`src/rtl/sensor_linebuf_ctrl.sv`:
```
// Line-delay controller: pairs each pixel with the same column of the previous line via an external SDP RAM.
// Latency: outputs exactly 1 cycle after the input pixel; RAM read issued combinationally, write trails by 1 cycle.
// Backpressure: none; every pixel accepted while a frame is open is emitted, gaps (s_valid=0) just hold state.
module sensor_linebuf_ctrl #(
    parameter int DATA_WIDTH = 8,
    parameter int MAX_WIDTH  = 4096
) (
    input  logic                           clk,
    input  logic                           rst_n,
    input  logic                           s_valid,
    input  logic [DATA_WIDTH-1:0]          s_data,
    input  logic                           s_sof,
    input  logic                           s_eol,
    output logic [DATA_WIDTH-1:0]          ram_din,
    output logic [$clog2(MAX_WIDTH)-1:0]   ram_waddr,
    output logic                           ram_we,
    output logic [$clog2(MAX_WIDTH)-1:0]   ram_raddr,
    output logic                           ram_ren,
    input  logic [DATA_WIDTH-1:0]          ram_dout,
    output logic                           m_valid,
    output logic [DATA_WIDTH-1:0]          m_cur,
    output logic [DATA_WIDTH-1:0]          m_prev,
    output logic                           m_prev_ok,
    output logic                           m_sof,
    output logic                           m_eol,
    output logic                           ovf_err
);

    localparam int AW = $clog2(MAX_WIDTH);
    localparam int CW = AW + 1;
    localparam logic [CW-1:0] MAXW = CW'(MAX_WIDTH);

    typedef enum logic [1:0] {IDLE, FIRST, LINE} state_t;

    state_t                r_state;
    logic [CW-1:0]         r_col;
    logic [CW-1:0]         r_prev_len;
    logic                  r_we;
    logic [AW-1:0]         r_waddr;
    logic [DATA_WIDTH-1:0] r_din;
    logic                  r_m_valid;
    logic [DATA_WIDTH-1:0] r_m_cur;
    logic                  r_m_ok;
    logic                  r_m_sof;
    logic                  r_m_eol;
    logic                  r_fwd_sel;
    logic [DATA_WIDTH-1:0] r_fwd_dat;
    logic                  r_ovf;

    logic                  w_accept;
    logic [CW-1:0]         w_col;
    logic                  w_in_range;
    logic                  w_rd_req;
    logic [AW-1:0]         w_addr;
    logic                  w_coll;
    logic                  w_ok;
    logic [CW-1:0]         w_col_inc;

    always_comb begin
        w_accept   = s_valid && ((r_state != IDLE) || s_sof);
        w_col      = s_sof ? '0 : r_col;
        w_in_range = (w_col < MAXW);
        w_rd_req   = s_valid && (r_state != IDLE) && w_in_range;
        w_addr     = w_col[AW-1:0];
        // Back-to-back 1-pixel lines would read the column still being written; forward instead.
        w_coll     = w_rd_req && r_we && (r_waddr == w_addr);
        w_ok       = w_accept && !s_sof && (r_state == LINE) && (w_col < r_prev_len) && w_in_range;
        w_col_inc  = w_in_range ? (w_col + CW'(1)) : w_col;
    end

    assign ram_ren   = w_rd_req && !w_coll;
    assign ram_raddr = w_rd_req ? w_addr : '0;
    assign ram_we    = r_we;
    assign ram_waddr = r_waddr;
    assign ram_din   = r_din;

    assign m_valid   = r_m_valid;
    assign m_cur     = r_m_cur;
    assign m_prev_ok = r_m_ok;
    assign m_prev    = r_m_ok ? (r_fwd_sel ? r_fwd_dat : ram_dout) : '0;
    assign m_sof     = r_m_sof;
    assign m_eol     = r_m_eol;
    assign ovf_err   = r_ovf;

    always_ff @(posedge clk or negedge rst_n) begin
        if (!rst_n) begin
            r_state    <= IDLE;
            r_col      <= '0;
            r_prev_len <= '0;
            r_we       <= 1'b0;
            r_waddr    <= '0;
            r_din      <= '0;
            r_m_valid  <= 1'b0;
            r_m_cur    <= '0;
            r_m_ok     <= 1'b0;
            r_m_sof    <= 1'b0;
            r_m_eol    <= 1'b0;
            r_fwd_sel  <= 1'b0;
            r_fwd_dat  <= '0;
            r_ovf      <= 1'b0;
        end else begin
            r_we      <= w_accept && w_in_range;
            r_waddr   <= w_accept ? w_addr : '0;
            r_din     <= w_accept ? s_data : '0;
            r_m_valid <= w_accept;
            r_m_cur   <= w_accept ? s_data : '0;
            r_m_ok    <= w_ok;
            r_m_sof   <= w_accept && s_sof;
            r_m_eol   <= w_accept && s_eol;
            r_fwd_sel <= w_coll;
            r_fwd_dat <= r_din;
            if (w_accept) begin
                if (s_eol) begin
                    r_state    <= LINE;
                    r_col      <= '0;
                    r_prev_len <= w_in_range ? (w_col + CW'(1)) : MAXW;
                end else begin
                    if (s_sof) begin
                        r_state <= FIRST;
                    end
                    r_col <= w_col_inc;
                end
                if (s_sof) begin
                    r_ovf <= 1'b0;
                end else if (!w_in_range) begin
                    r_ovf <= 1'b1;
                end
            end
        end
    end

endmodule

```
`config.mk`:
```
export PLATFORM = sky130hd
export DESIGN_NAME = sensor_linebuf_ctrl
export DESIGN_NICKNAME = d
export VERILOG_FILES = /design/src/rtl/sensor_linebuf_ctrl.sv
export SDC_FILE = /design/constraint.sdc
export NUM_CORES = 1
export LEC_CHECK = 0
export BUFFER_PORTS_ARGS = -buffer_cell sky130_fd_sc_hd__buf_2
export CAP_MARGIN = 10
export CORE_MARGIN = 2
export CORE_UTILIZATION = 29
export CTS_CLUSTER_DIAMETER = 30
export DETAILED_ROUTE_END_ITERATION = 16
export GPL_TIMING_DRIVEN = 0
export PLACE_DENSITY_LB_ADDON = 0.25
export SLEW_MARGIN = 30
export SYNTH_ARGS = -nofsm -noshare
export SYNTH_HDL_FRONTEND = slang
export SYNTH_SLANG_ARGS = --single-unit
```
`constraint.sdc`:
```
create_clock -name clk -period 2.2 [get_ports clk]
set_clock_uncertainty 0.1 [all_clocks]
set_input_delay 0.11 -clock clk [delete_from_list [all_inputs] [get_ports clk]]
set_output_delay 0.11 -clock clk [all_outputs]
set_load 0.01 [all_outputs]
```
==> After elaboration in Yosys (flattened, before gate mapping) <==
Index checks and enable logic that the tools add are counted.
W data, S select, Z words.
{ "totals": {"elab_cells": 53, "output_inout_bits": 55, "reg_bits": 63, "inputBits": 21} }
{ "classes": {"reduce_logical": 21, "n_addsub": 1, "eq_ne": 3, "mux": 13, "n_lt_le_gt_ge": 2} }
{ "ops": {"columns": ["cell", "count"], "rows": [
  ["$mux W13", 4],
  ["$mux W12", 2],
  ["$mux W8", 3],
  ["$add A13 B1 Y13 const B", 1],
  ["$logic_and A1 B1 Y1", 13],
  ["$lt A13 B13 Y1", 1],
  ["$lt A13 B13 Y1 const B", 1],
  ["$eq A12 B12 Y1", 1],
  ["$reduce_and A2 Y1", 3],
  ["$mux W2", 2],
  ["$reduce_bool A2 Y1", 2],
  ["$eq A2 B2 Y1 const B", 1],
  ["$logic_not A1 Y1", 2],
  ["$mux W1", 2],
  ["$ne A2 B2 Y1 const B", 1],
  ["$logic_or A1 B1 Y1", 1]
]} }

==> Logic depth before layout (Yosys ltp) <==
{ "logic_depth": {"depth_word": 7, "ltp_mapped": 11, "mapped_depth_nobuf": 8} }

==> Worst setup path after synthesis <==
No wires, ideal clock.
{ "synth_timing": {"kind": "input to register", "start": "input port s_sof", "end": "register r_col[10]", "slack_ps": 58, "t_required_ps": 2031, "path_stages": 10, "setup_time_ps": 69, "n_path_buf": 3, "arrival_ps": 1973, "cell_sequence": "buf_6 -> buf_2 -> clkbuf_1 -> nand2b_1 -> inv_1 -> ha_1 -> nand3_1 -> or3_4 -> or4_1 -> nand3_1"} }
{ "synth_between": {"elab_chain_cells": 4, "elab_cells_between_ends": 7, "classes_between": "1 x add/sub; 1 x order compare; 3 x mux; 2 x reduce/logical"} }
{ "synth_rtl": {"columns": ["element", "line", "text"], "rows": [
  ["start: declaration", "12", "input logic s_sof,"],
  ["$mux W13", "61", "w_col = s_sof ? '0 : r_col;"],
  ["$add A13 B1 Y13 or $lt A13 B13 Y1 (tied branches)", "68, 62", null],
  ["$mux W13", "68", "w_col_inc = w_in_range ? (w_col + CW'(1)) : w_col;"],
  ["$mux W13", "113", "if (s_eol) begin"],
  ["end signal: assignment", "121", "r_col <= w_col_inc;"],
  ["end: declaration", "36", "logic [CW-1:0] r_col;"]
]} }
Several ways; a longest one is shown, not always the timed one.
A chain may end at the register's enable or synchronous reset.

==> Worst setup path after layout <==
{ "layout_timing": {"start": "input port s_sof", "end": "register r_m_ok, in the netlist m_prev_ok"} }
{ "layout_between": {"elab_chain_cells": 6, "elab_cells_between_ends": 10, "classes_between": "2 x order compare; 1 x mux; 7 x reduce/logical"} }
{ "layout_rtl": {"columns": ["element", "line", "text"], "rows": [
  ["parallel branches: the longest is 5 deep, another holds $lt A13 B13 Y1", null, null],
  ["$logic_and A1 B1 Y1 *", "67", "w_ok = w_accept && !s_sof && (r_state == LINE) && (w_col < r_prev_len) && w_in_range;"],
  ["net w_ok", "56", "logic w_ok;"],
  ["end signal: assignment", "107", "r_m_ok <= w_ok;"],
  ["end: declaration", "43", "logic r_m_ok;"]
]} }
Mark *: on every way through the listed nets, which the timed path passes.

==> results.toml <==
[outcome]
status = "completed"

[grt]
grt_pass1_vias = 3047
grt_antenna_before_repair = 0
grt_usage = 0.163
grt_max_degree = 47
grt_overflow = 0
grt_pass1_wl_um = 16300

[sta]
whs_ps = 13.9
setup_viol = 0
slew_violations = 0
finalCritPeriodShare = 0.979
fmax_mhz = 464
fin_tns_setup_ps = 0
rsz0062_at_grt = "true"
max-slew-margin-rel = 0.551
worst_pin_slew_ps = 673
hold_viol = 0
min_period_ps = 2150

[synth]
synth_ff_type = "dfrtp_1"
synthesis.nets = 406
yosysWarnings = 0
seq_area_frac_synth = 0.453
yosys.area.top_type_share = 0.453
syn_inst = 375
async_reset_ff_frac = 1.00
synth-edff-count = 0
synthDistinctLibCells = 57
synth_seq_cells = 63
synth_area_leaders = "dfrtp_1 (45%), nor2_1 (4.1%), ha_1 (3.6%)"
synth.avg_cell_area_um2 = 9.29
synth_area_mm2 = 0.00348
synth_top_area_cell = "dfrtp_1"

[flow_run]
cap_violations = 0

[clock_tree]
cts.path.max_buffers = 2
clock_sinks = 63
tritoncts = "yes"
cts-root-buf = "clkbuf_16"
h-tree-depth = 3
clk_pin_slew_ps = 50
clock_latency_ps = 330
cts_made_buffers = 9

[detailed_routing]
initialDrtViolationCount = 158
vias = 3104
dr.pass1.iters = 5
wl_um = 10300
viasPerCell = 4.97
ant_nets = 0
wl_per_cell_um = 16.4
drc = 0

[power_and_ir_drop]
p_total_mw = 3.18
powerDensity_mw_per_mm2 = 690
p_sw_uw = 755
swShare = 0.237
clkPwrFrac = 0.483
pwr-share-comb = 0.126
internal_power_mw = 2.43
power.leakage_nw = 2.18
p_seq_frac = 0.391
ir_drop_uv = 304

[min_path]
holdPathEnd = "r_col[10]$_DFFE_PN0N_"
min_from = "s_eol"
min_path_cells = 3
worstHoldPathType = "in -> reg"

[finish]
fin_nets = 506
layout.cells.non_filler = 625
synthToLayoutAreaGrowth_pct = 32.5
fill_cells = 1204
diodes = 0
layout-drive-gt1-share = 0.305

[critical_path]
startpoint_type = "input pin"
cp-end-kind = "flip-flop"
cp.arrival_ps = 2280
crit_fanout = 10
reg2reg_to = "m_prev_ok$_DFF_PN0_"
cp.required_ps = 2320
r2r_slack_ps = 50
r2r_start = "r_col[1]$_DFFE_PN0N_"
path_class = "in -> reg"
reg2reg_depth = 7

[place]
gp_congestion = 0.869
place_inst = 597
dp_hpwl_um = 7420
portBuffers = 74

[floorplanning]
die_x_um = 114
die_area_mm2 = 0.0129
num_io_pins = 76
fp-row-count = 40
core_mm2 = 0.0119
start_util = 0.294
fp.dieH_um = 114
==> cells by family after synthesis <==
family | count (synthesis) | share of synthesized area
buffers and inverters | 60 | 0.0816
and+or+nand+nor | 140 | 0.216
AOI/OAI and AO/OA | 77 | 0.147
muxes | 10 | 0.0295
xor gates and xnor gates | 15 | 0.0377
DFF | 63 | 0.453
adders and majority gates | 10 | 0.0359
==> critical path: stages <==
cell and delay [ps]:
buf_6 140, buf_4 220, clkbuf_4 250, nand2b_4 160, inv_1 70, ha_1 270
a21boi_1 120, o311a_1 350, o311a_1 350, nor3_2 250
==> Yosys cell counts, types with 3 or more instances <==
cell type  number
clkbuf_1       12
nor2_1         38
inv_1          27
buf_4          11
nor4bb_1        3
and2_1          9
ha_1           10
o21a_1          3
nand3_1         7
o21ai_0        18
o31ai_1        10
a31oi_1         8
nor3_1          5
a21oi_1        10
nand2b_1       15
nand2_1        31
buf_2           7
nor2b_1        10
o21ai_1         6
mux2i_1         8
xnor2_1        14
dfrtp_1        63
==> stage by stage <==
stage | worst slack, ps | util | cell area [um^2]
after floorplan | 57.9 | - | 3480
after CTS | 19.1 | 0.386 | 4580
after detailed placement | -622 | 0.343 | 4070
after global placement | -621 | 0.340 | 4040
final | 45.8 | 0.389 | 4610
after global routing | -33.4 | 0.389 | 4610
==> layer usage <==
layer | vias to the layer above | part of all wire | track usage
li1 | 1478 | - | -
met1 | 1487 | 0.45 | 0.217
met2 | 122 | 0.48 | 0.268
met3 | 17 | 0.059 | 0.0356
met4 | 0 | 0.014 | 0.0447
met5 | - | 0 | 0
==> cells in the final DEF, fill, tap and decap left out, drive strengths merged, types with 2 or more instances in the layout <==
cell,synthesis,final
buf,19,101
dfrtp,63,63
nor2,38,38
nand2,31,31
inv,28,28
o21ai,24,24
clkbuf,12,21
nand2b,17,17
xnor2,14,14
nor2b,10,10
a21oi,10,10
o31ai,10,10
ha,10,10
and2,9,9
dlygate4sd3,0,9
nand3,9,9
mux2i,8,8
a31oi,8,8
nor3,6,6
nor4bb,3,3
o21a,3,3
nor4b,3,3
or2,2,2
nand4,2,2
o211ai,2,2
o311a,2,2
nor3b,2,2
o21ba,2,2
o32ai,2,2
and3,2,2
o21bai,2,2
a22o,2,2
mux2,2,2
bufinv,0,2
nor4,2,2
or4,2,2
==> timing repair <==
item                                    CTS  global route
hold buffers                              9             0
pin swaps                                 1             2
hold endpoints to repair                 71             0
buffers inserted                          6             1
resized for setup                        17             6
endpoints found under the setup margin   19             9
==> worst max-delay path by stage <==
stage | from | endpoint | slack (ps) | cells after the start
floorplan | s_sof | r_col[10]$_DFFE_PN0N_ | 60 | 10
global placement | s_sof | m_prev_ok$_DFF_PN0_ | -620 | 10
detailed placement | s_sof | m_prev_ok$_DFF_PN0_ | -620 | 10
CTS | r_col[0]$_DFFE_PN0N_ | ram_ren | 20 | 7
global route | r_col[10]$_DFFE_PN0N_ | ram_ren | -30 | 6
finish | s_sof | m_prev_ok$_DFF_PN0_ | 50 | 10
==> layout make-up <==
cell class / count / area, um^2 / area share
Sequential cell: 63 / 1580 / 0.342
Multi-Input combinational cell: 252 / 1700 / 0.368
Timing Repair Buffer: 91 / 543 / 0.118
Tap cell: 147 / 184 / 0.0399
Clock inverter: 3 / 67.6 / 0.0146
Inverter: 29 / 110 / 0.0239
Clock buffer: 11 / 253 / 0.0548
Buffer: 29 / 176 / 0.0382
==> state kept, by name (all words and copies together) (netlist names) <==
signal      count
m_eol           1
r_fwd_dat       8
ovf_err         1
ram_we          1
r_state         2
m_cur           8
m_sof           1
r_col          13
m_valid         1
r_prev_len     13
r_fwd_sel       1
m_prev_ok       1
ram_waddr      12
==> power groups by stage <==
| stage | Combinational [mW] | Clock (mW) | Sequential [mW] |
|---|---|---|---|
| finish | 0.401 | 1.54 | 1.25 |
| global route | 0.440 | 1.62 | 1.25 |
| CTS | 0.397 | 1.57 | 1.24 |
| detailed placement | 0.346 | 0 | 1.26 |
| global placement | 0.337 | 0 | 1.26 |
| floorplan | 0.189 | 0 | 1.26 |
(Power assumes the default switching activity.)
